`src/rtl/gpu_pixel_writer.sv`:
```
// Sprite pipeline final stage: clips and colour-keys one pixel per handshake and
// writes survivors to the framebuffer as a single AXI-lite halfword write.
module gpu_pixel_writer (
  input  logic        clk,
  input  logic        rst,
  input  logic        re_valid,
  output logic        re_ready,
  input  logic [15:0] re_colour,
  input  logic [15:0] re_screen_x,
  input  logic [15:0] re_screen_y,
  input  logic [31:0] fb_base,
  input  logic [15:0] fb_width,
  input  logic [15:0] fb_height,
  input  logic        trans_en,
  input  logic [15:0] trans_colour,
  output logic        axi_awvalid,
  input  logic        axi_awready,
  output logic [31:0] axi_awaddr,
  output logic        axi_wvalid,
  input  logic        axi_wready,
  output logic [31:0] axi_wdata,
  output logic [3:0]  axi_wstrb,
  input  logic        axi_bvalid,
  output logic        axi_bready,
  input  logic [1:0]  axi_bresp,
  output logic        err,
  output logic [31:0] written_cnt,
  output logic [31:0] dropped_cnt
);

  typedef enum logic [1:0] {IDLE, WRITE, RESP} state_t;

  state_t      state_q;
  logic [31:0] pix_addr_c;
  logic        drop_c;
  logic        aw_done_c;
  logic        w_done_c;

  // Byte address of the halfword pixel; wraps modulo 2^32.
  assign pix_addr_c = fb_base + ((32'(re_screen_y) * 32'(fb_width) + 32'(re_screen_x)) << 1);

  assign drop_c = (re_screen_x >= fb_width) || (re_screen_y >= fb_height) ||
                  (trans_en && (re_colour == trans_colour));

  // A channel is done once its valid is low or it handshakes this cycle.
  assign aw_done_c = !axi_awvalid || axi_awready;
  assign w_done_c  = !axi_wvalid  || axi_wready;

  always_ff @(posedge clk) begin
    if (rst) begin
      state_q     <= IDLE;
      re_ready    <= 1'b0;
      axi_awvalid <= 1'b0;
      axi_wvalid  <= 1'b0;
      axi_bready  <= 1'b0;
      axi_awaddr  <= 32'd0;
      axi_wdata   <= 32'd0;
      axi_wstrb   <= 4'd0;
      err         <= 1'b0;
      written_cnt <= 32'd0;
      dropped_cnt <= 32'd0;
    end else begin
      case (state_q)
        IDLE: begin
          re_ready <= 1'b1;
          if (re_valid && re_ready) begin
            if (drop_c) begin
              dropped_cnt <= dropped_cnt + 32'd1;
            end else begin
              axi_awaddr  <= {pix_addr_c[31:2], 2'b00};
              axi_wdata   <= {re_colour, re_colour};
              axi_wstrb   <= pix_addr_c[1] ? 4'b1100 : 4'b0011;
              axi_awvalid <= 1'b1;
              axi_wvalid  <= 1'b1;
              re_ready    <= 1'b0;
              state_q     <= WRITE;
            end
          end
        end
        WRITE: begin
          if (axi_awvalid && axi_awready) axi_awvalid <= 1'b0;
          if (axi_wvalid && axi_wready)   axi_wvalid  <= 1'b0;
          if (aw_done_c && w_done_c) begin
            axi_bready <= 1'b1;
            state_q    <= RESP;
          end
        end
        RESP: begin
          if (axi_bvalid && axi_bready) begin
            axi_bready  <= 1'b0;
            written_cnt <= written_cnt + 32'd1;
            if (axi_bresp != 2'b00) err <= 1'b1;
            re_ready    <= 1'b1;
            state_q     <= IDLE;
          end
        end
        default: state_q <= IDLE;
      endcase
    end
  end

endmodule

```
`config.mk`:
```
export PLATFORM = sky130hd
export DESIGN_NAME = gpu_pixel_writer
export DESIGN_NICKNAME = d
export VERILOG_FILES = /design/src/rtl/gpu_pixel_writer.sv
export SDC_FILE = /design/constraint.sdc
export NUM_CORES = 1
export LEC_CHECK = 0
export ABC_AREA = 1
export BUFFER_PORTS_ARGS = -buffer_cell sky130_fd_sc_hd__buf_2
export CELL_PAD_IN_SITES_DETAIL_PLACEMENT = 1
export CELL_PAD_IN_SITES_GLOBAL_PLACEMENT = 1
export CORE_MARGIN = 3
export CORE_UTILIZATION = 46
export DETAILED_ROUTE_END_ITERATION = 16
export PLACE_DENSITY_LB_ADDON = 0.1
export SLEW_MARGIN = 0
export SYNTH_ARGS = -nofsm -noshare
export SYNTH_HDL_FRONTEND = slang
export SYNTH_SLANG_ARGS = --single-unit
```
`constraint.sdc`:
```
create_clock -name clk -period 12.4 [get_ports clk]
set_input_delay 1.86 -clock clk [delete_from_list [all_inputs] [get_ports clk]]
set_output_delay 1.86 -clock clk [all_outputs]
set_load 0.03 [all_outputs]
```
; ---- Word-level counts from Yosys, hierarchy flattened
; Index checks and enable logic that the tools add are counted.
; Widths: inputs -> output; s select.
[totals]
memories = 0
reg_bits = 137
latchBits = 0
rom_bits = 0
ram_bits = 0
output_inout_bits = 137
input_bits = 137
[op_classes]
n_mul = 1
n_eq_ne = 9
n_lt_le_gt_ge = 2
n_reduce_logical = 26
n_div = 0
bitwise = 1
n_addsub = 4
shift = 0
n_mux = 19
[ops]
columns = operator, n
row1 = $add 32x1->32 const B, 2
row2 = $add 32x32->32, 1
row3 = $ge 16x16->1, 2
row4 = $add 31x16->31, 1
row5 = $mul 16x16->31, 1
row6 = $eq 16x16->1, 1
row7 = $ne 2x2->1 const B, 6
row8 = $reduce_and 3->1, 4
row9 = $reduce_and 4->1, 3
row10 = $mux 1, 9
row11 = $mux 2, 4
row12 = $pmux 1 s2, 4
row13 = $reduce_bool 2->1, 4
row14 = $logic_and 1x1->1, 6
row15 = $pmux 2 s3, 1
row16 = $logic_or 1x1->1, 4
row17 = $mux 4, 1
row18 = $reduce_and 2->1, 2
row19 = $eq 2x1->1 const B, 1
row20 = $eq 2x2->1 const B, 1
row21 = $logic_not 1->1, 2
row22 = $logic_not 2->1, 1
row23 = $not 1->1, 1

; ---- Depth between registers and ports, before layout
[logic_depth]
depth_word = 6
mapped_depth = 41
mapped_depth_nobuf = 39

; ---- Worst setup path before layout
; Ideal clock, no wire load.
[synth_timing]
path_type = input -> register
start = in fb_width[9]
end = reg axi_awaddr[25]
slack_ps = 4200
cell_stages = 30
required_ps = 12283
arrival_time_ps = 8083
n_path_buf = 2
path_cell_list = clkbuf_1 > clkbuf_1 > nand2_1 > fa_1 > inv_1 > fa_1 > inv_1 > fa_1 > inv_1 > fa_1 > fa_1 > inv_1 > fa_1 > inv_1 > ha_1 > a21o_1 > a21oi_1 > o21a_1 > o21ai_0 > a21oi_1 > xnor2_1 > ha_1 > a21oi_1 > o21ai_0 > a21oi_1 > nand3_1 > nand2_1 > inv_1 > nor3_1 > nor2_1
[synth_between]
elab_chain_len = 5
[synth_rtl]
columns = element, line
row1 = start: declaration, 12  ; input logic [15:0] fb_width,
row2 = branches (longest 5 deep; another with $add 32x32->32), n/a
row3 = end signal: assignment, 70  ; axi_awaddr <= {pix_addr_c[31:2], 2'b00};
row4 = end: declaration, 18  ; output logic [31:0] axi_awaddr,
; Several ways; the timed one is not identified.
; A chain may end at the register's enable or synchronous reset.

; ---- Worst setup path after layout
[layout_timing]
start = in re_screen_y[7]
end = reg axi_awaddr[30]
[layout_between]
elab_chain_len = 5
[layout_rtl]
columns = element, line
row1 = start: declaration, 10  ; input logic [15:0] re_screen_y,
row2 = branches (longest 5 deep; another with $add 32x32->32), n/a
; Several ways; the timed one is not identified.

==> impl_metrics.tcl <==
set metrics [dict create \
    htree_levels 4 \
    layout.nets 3395 \
    antenna_found_initial 5 \
    tightestPinTransition_ns 1.051 \
    cpMostUsedCell "nand2_1" \
    cts_sinks 119 \
    startpoint_type "input port" \
    drive_above_1_share_pct 11.48 \
    place_congestion 0.8825 \
    first_global_vias 18740 \
    seq_area_frac_synth_pct 12.97 \
    wl_per_cell_um 17.15 \
    die-height_um 205.8 \
    cap_violations 0 \
    slowest_delay_ns 0.57 \
    min_period_ns 8.724 \
    grt_max_degree 91 \
    drv_slew 0 \
    synthesis.area_um2 18360 \
    cts_tree "yes" \
    path_class "in2reg" \
    dpl.hpwl_mm 47.50 \
    ys_ff_latch 119 \
    crit_required_ns 12.75 \
    drt_iter0_markers 743 \
    setup_viol 0 \
    track_usage_pct 28.24 \
    critical_path_arrival_ns 9.07 \
    syn2layout_area_growth_pct 11.61 \
    start_util_pct 47.07 \
    clk_pin_slew_worst_paths_ns 0.06 \
    yosysUniqueCellTypes 43 \
    hold_viol 0 \
    drc 0 \
    slowest_stage "fa_1" \
    r2r_cells 11 \
    post-cts-setup-buffers 0 \
    core_um2 39010 \
    max_freq_ghz 0.1146 \
    outcome "completed" \
    cp_top_family "adder cells" \
    ys_warn_count 0 \
    vias_per_cell 5.093 \
    die_w_um 205.8 \
    drtPass1Iterations 5 \
    reg2reg_from "state_q[1]" \
    vias 17400 \
    fin_setup_tns_ns 0 \
    cts_hold_buf 0 \
    reg2reg_slack_ns 10.18 \
    slew_headroom_pct 29.84 \
    hold_depth 2 \
    worstPathMaxFanout 17 \
    syn_avg_cell_area_um2 6.788 \
    grt.overflow.total 0 \
    root_buffer "clkbuf_16" \
    crit_path_end_kind "flop" \
    cts_buffers 17 \
    dieArea_um2 42350 \
    io_pins 274 \
    cts_max_path_buffers 2 \
    rows 72 \
    syn_inst 2705 \
    portBuffers 270 \
    rsz0062_at_grt "false" \
    clock_skew_ns 0.006742 \
    worst-path-buf-inv 6 \
    holdPathEnd "err" \
    ant_nets 0 \
    n_fill_cell 5255 \
    wl_mm 58.61 \
    hp-class "reg2reg" \
    hold_start "err" \
    insertion_delay_ns 0.46 \
    worstReg2RegEnd "written_cnt[26]" \
    cts_resized 0 \
    grt_pass1_wl_mm 94.57 \
    fin_crit_sh_pct 70.36 \
]
[area by class of cell]
| cell class | count | area (µm²) | area share, % |
|---|---|---|---|
| clock inverters | 13 | 192.7 | 0.9403 |
| clock buffers | 19 | 452.9 | 2.210 |
| diodes | 6 | 15.01 | 0.07327 |
| repair buffers | 273 | 1374 | 6.704 |
| flip-flops and latches | 119 | 2382 | 11.63 |
| multi-input cells | 1839 | 13060 | 63.74 |
| inverters | 630 | 2365 | 11.54 |
| well taps | 518 | 648.1 | 3.163 |
[per-stage QoR]
stage | setup WS [ns] | utilization [%] | hold WS [ns] | cells | area [µm²]
floorplan | 4.200 | - | 0.5115 | 2706 | 18370
global placement | 3.439 | 50.84 | 0.4363 | 3379 | 19830
detailed placement | 3.321 | 50.84 | 0.4442 | 3379 | 19830
CTS | 3.728 | 52.50 | 0.4538 | 3411 | 20480
global route | 3.227 | 52.52 | 0.4915 | 3415 | 20490
finish | 3.676 | 52.53 | 0.4526 | 3417 | 20490
[metal layers]
layer  global-route usage, %  part of all wire, %
met2                   52.85                   53
met4                   7.273                  1.8
met5                       0                    0
met1                   34.24                   42
met3                   3.306                  3.5
[tightest hold or removal path: stages, from the launching register on]
cell,delay (ns)
dfxtp_1,0.31
inv_1,0.05
a21oi_1,0.05
[flip-flops by register name (all words and copies together) (netlist names)]
signal,flops
dropped_cnt,32
axi_awvalid,1
written_cnt,32
state_q,2
axi_awaddr,30
axi_bready,1
axi_wvalid,1
re_ready,1
axi_wstrb,2
err,1
axi_wdata,16
[synthesized netlist by cell type, drive strengths merged]
| cell type | count | area (µm²) |
|---|---|---|
| a211oi | 2 | 15.01 |
| a21boi | 1 | 7.510 |
| a21o | 10 | 75.07 |
| a21oi | 129 | 645.6 |
| a221oi | 2 | 17.52 |
| a22o | 1 | 8.760 |
| a31oi | 3 | 18.77 |
| and2 | 3 | 18.77 |
| and3 | 3 | 18.77 |
| buf | 38 | 269.0 |
| clkbuf | 80 | 300.3 |
| clkinv | 1 | 3.750 |
| conb | 1 | 3.750 |
| dfxtp | 119 | 2382 |
| fa | 210 | 4204 |
| ha | 168 | 2102 |
| inv | 629 | 2361 |
| nand2 | 731 | 2754 |
| nand3 | 101 | 520.5 |
| nand3b | 6 | 45.04 |
| nand4 | 27 | 175.2 |
| nor2 | 226 | 870.8 |
| nor3 | 46 | 256.5 |
| nor3b | 3 | 22.52 |
| nor4 | 5 | 31.28 |
| o211ai | 1 | 7.510 |
| o21a | 4 | 30.03 |
| o21ai | 35 | 175.2 |
| o21ba | 1 | 10.01 |
| o21bai | 13 | 97.59 |
| or2 | 6 | 37.54 |
| xnor2 | 34 | 297.8 |
| xor2 | 66 | 578.1 |
[cell usage in the layout, fill, tap and decap left out, types with 3 or more instances in the layout]
master / synthesis / routed
clkbuf_16: 0 / 17
a21oi_1: 129 / 129
nor3b_1: 3 / 3
nor3_1: 42 / 42
nand2_2: 4 / 4
xor2_1: 66 / 66
and3_1: 3 / 3
a31oi_1: 3 / 3
o21ai_0: 35 / 35
a21o_1: 10 / 10
bufinv_16: 0 / 4
buf_2: 11 / 270
fa_1: 210 / 210
nor2_1: 219 / 219
dfxtp_1: 119 / 119
or2_2: 6 / 6
nand4_1: 26 / 26
o21bai_1: 13 / 13
and2_1: 3 / 3
inv_1: 629 / 628
buf_4: 22 / 3
nand2_1: 727 / 727
clkinv_4: 0 / 4
ha_1: 168 / 168
diode_2: 0 / 6
xnor2_1: 34 / 34
nand3b_1: 6 / 6
nor2_2: 6 / 6
nor4_1: 5 / 5
o21a_1: 4 / 4
nand3_1: 98 / 98
[kinds of logic (layout without fill, tap and decap cells)]
group	count (synthesis)	after routing	share of synthesized area, %
and+or+nand+nor	1157	1157	25.87
buffers and inverters	748	935	15.98
adders and majority gates	378	378	34.34
AOI/OAI and AO/OA	202	202	6.038
DFF	119	119	12.97
xor gates and xnor gates	100	100	4.770
other	1	8	0.02042
[worst max path at each step]
stage,start,to,cells past startpoint
floorplan,fb_width[9],axi_awaddr[25],30
global placement,fb_width[10],axi_awaddr[28],31
detailed placement,fb_width[3],axi_awaddr[30],29
CTS,fb_width[3],axi_awaddr[30],29
global route,fb_width[3],axi_awaddr[30],30
finish,re_screen_y[7],axi_awaddr[30],35
Power is left out: the tool's default activity adds up to more than one toggle a clock period on the data nets, which glitch-free logic cannot reach.
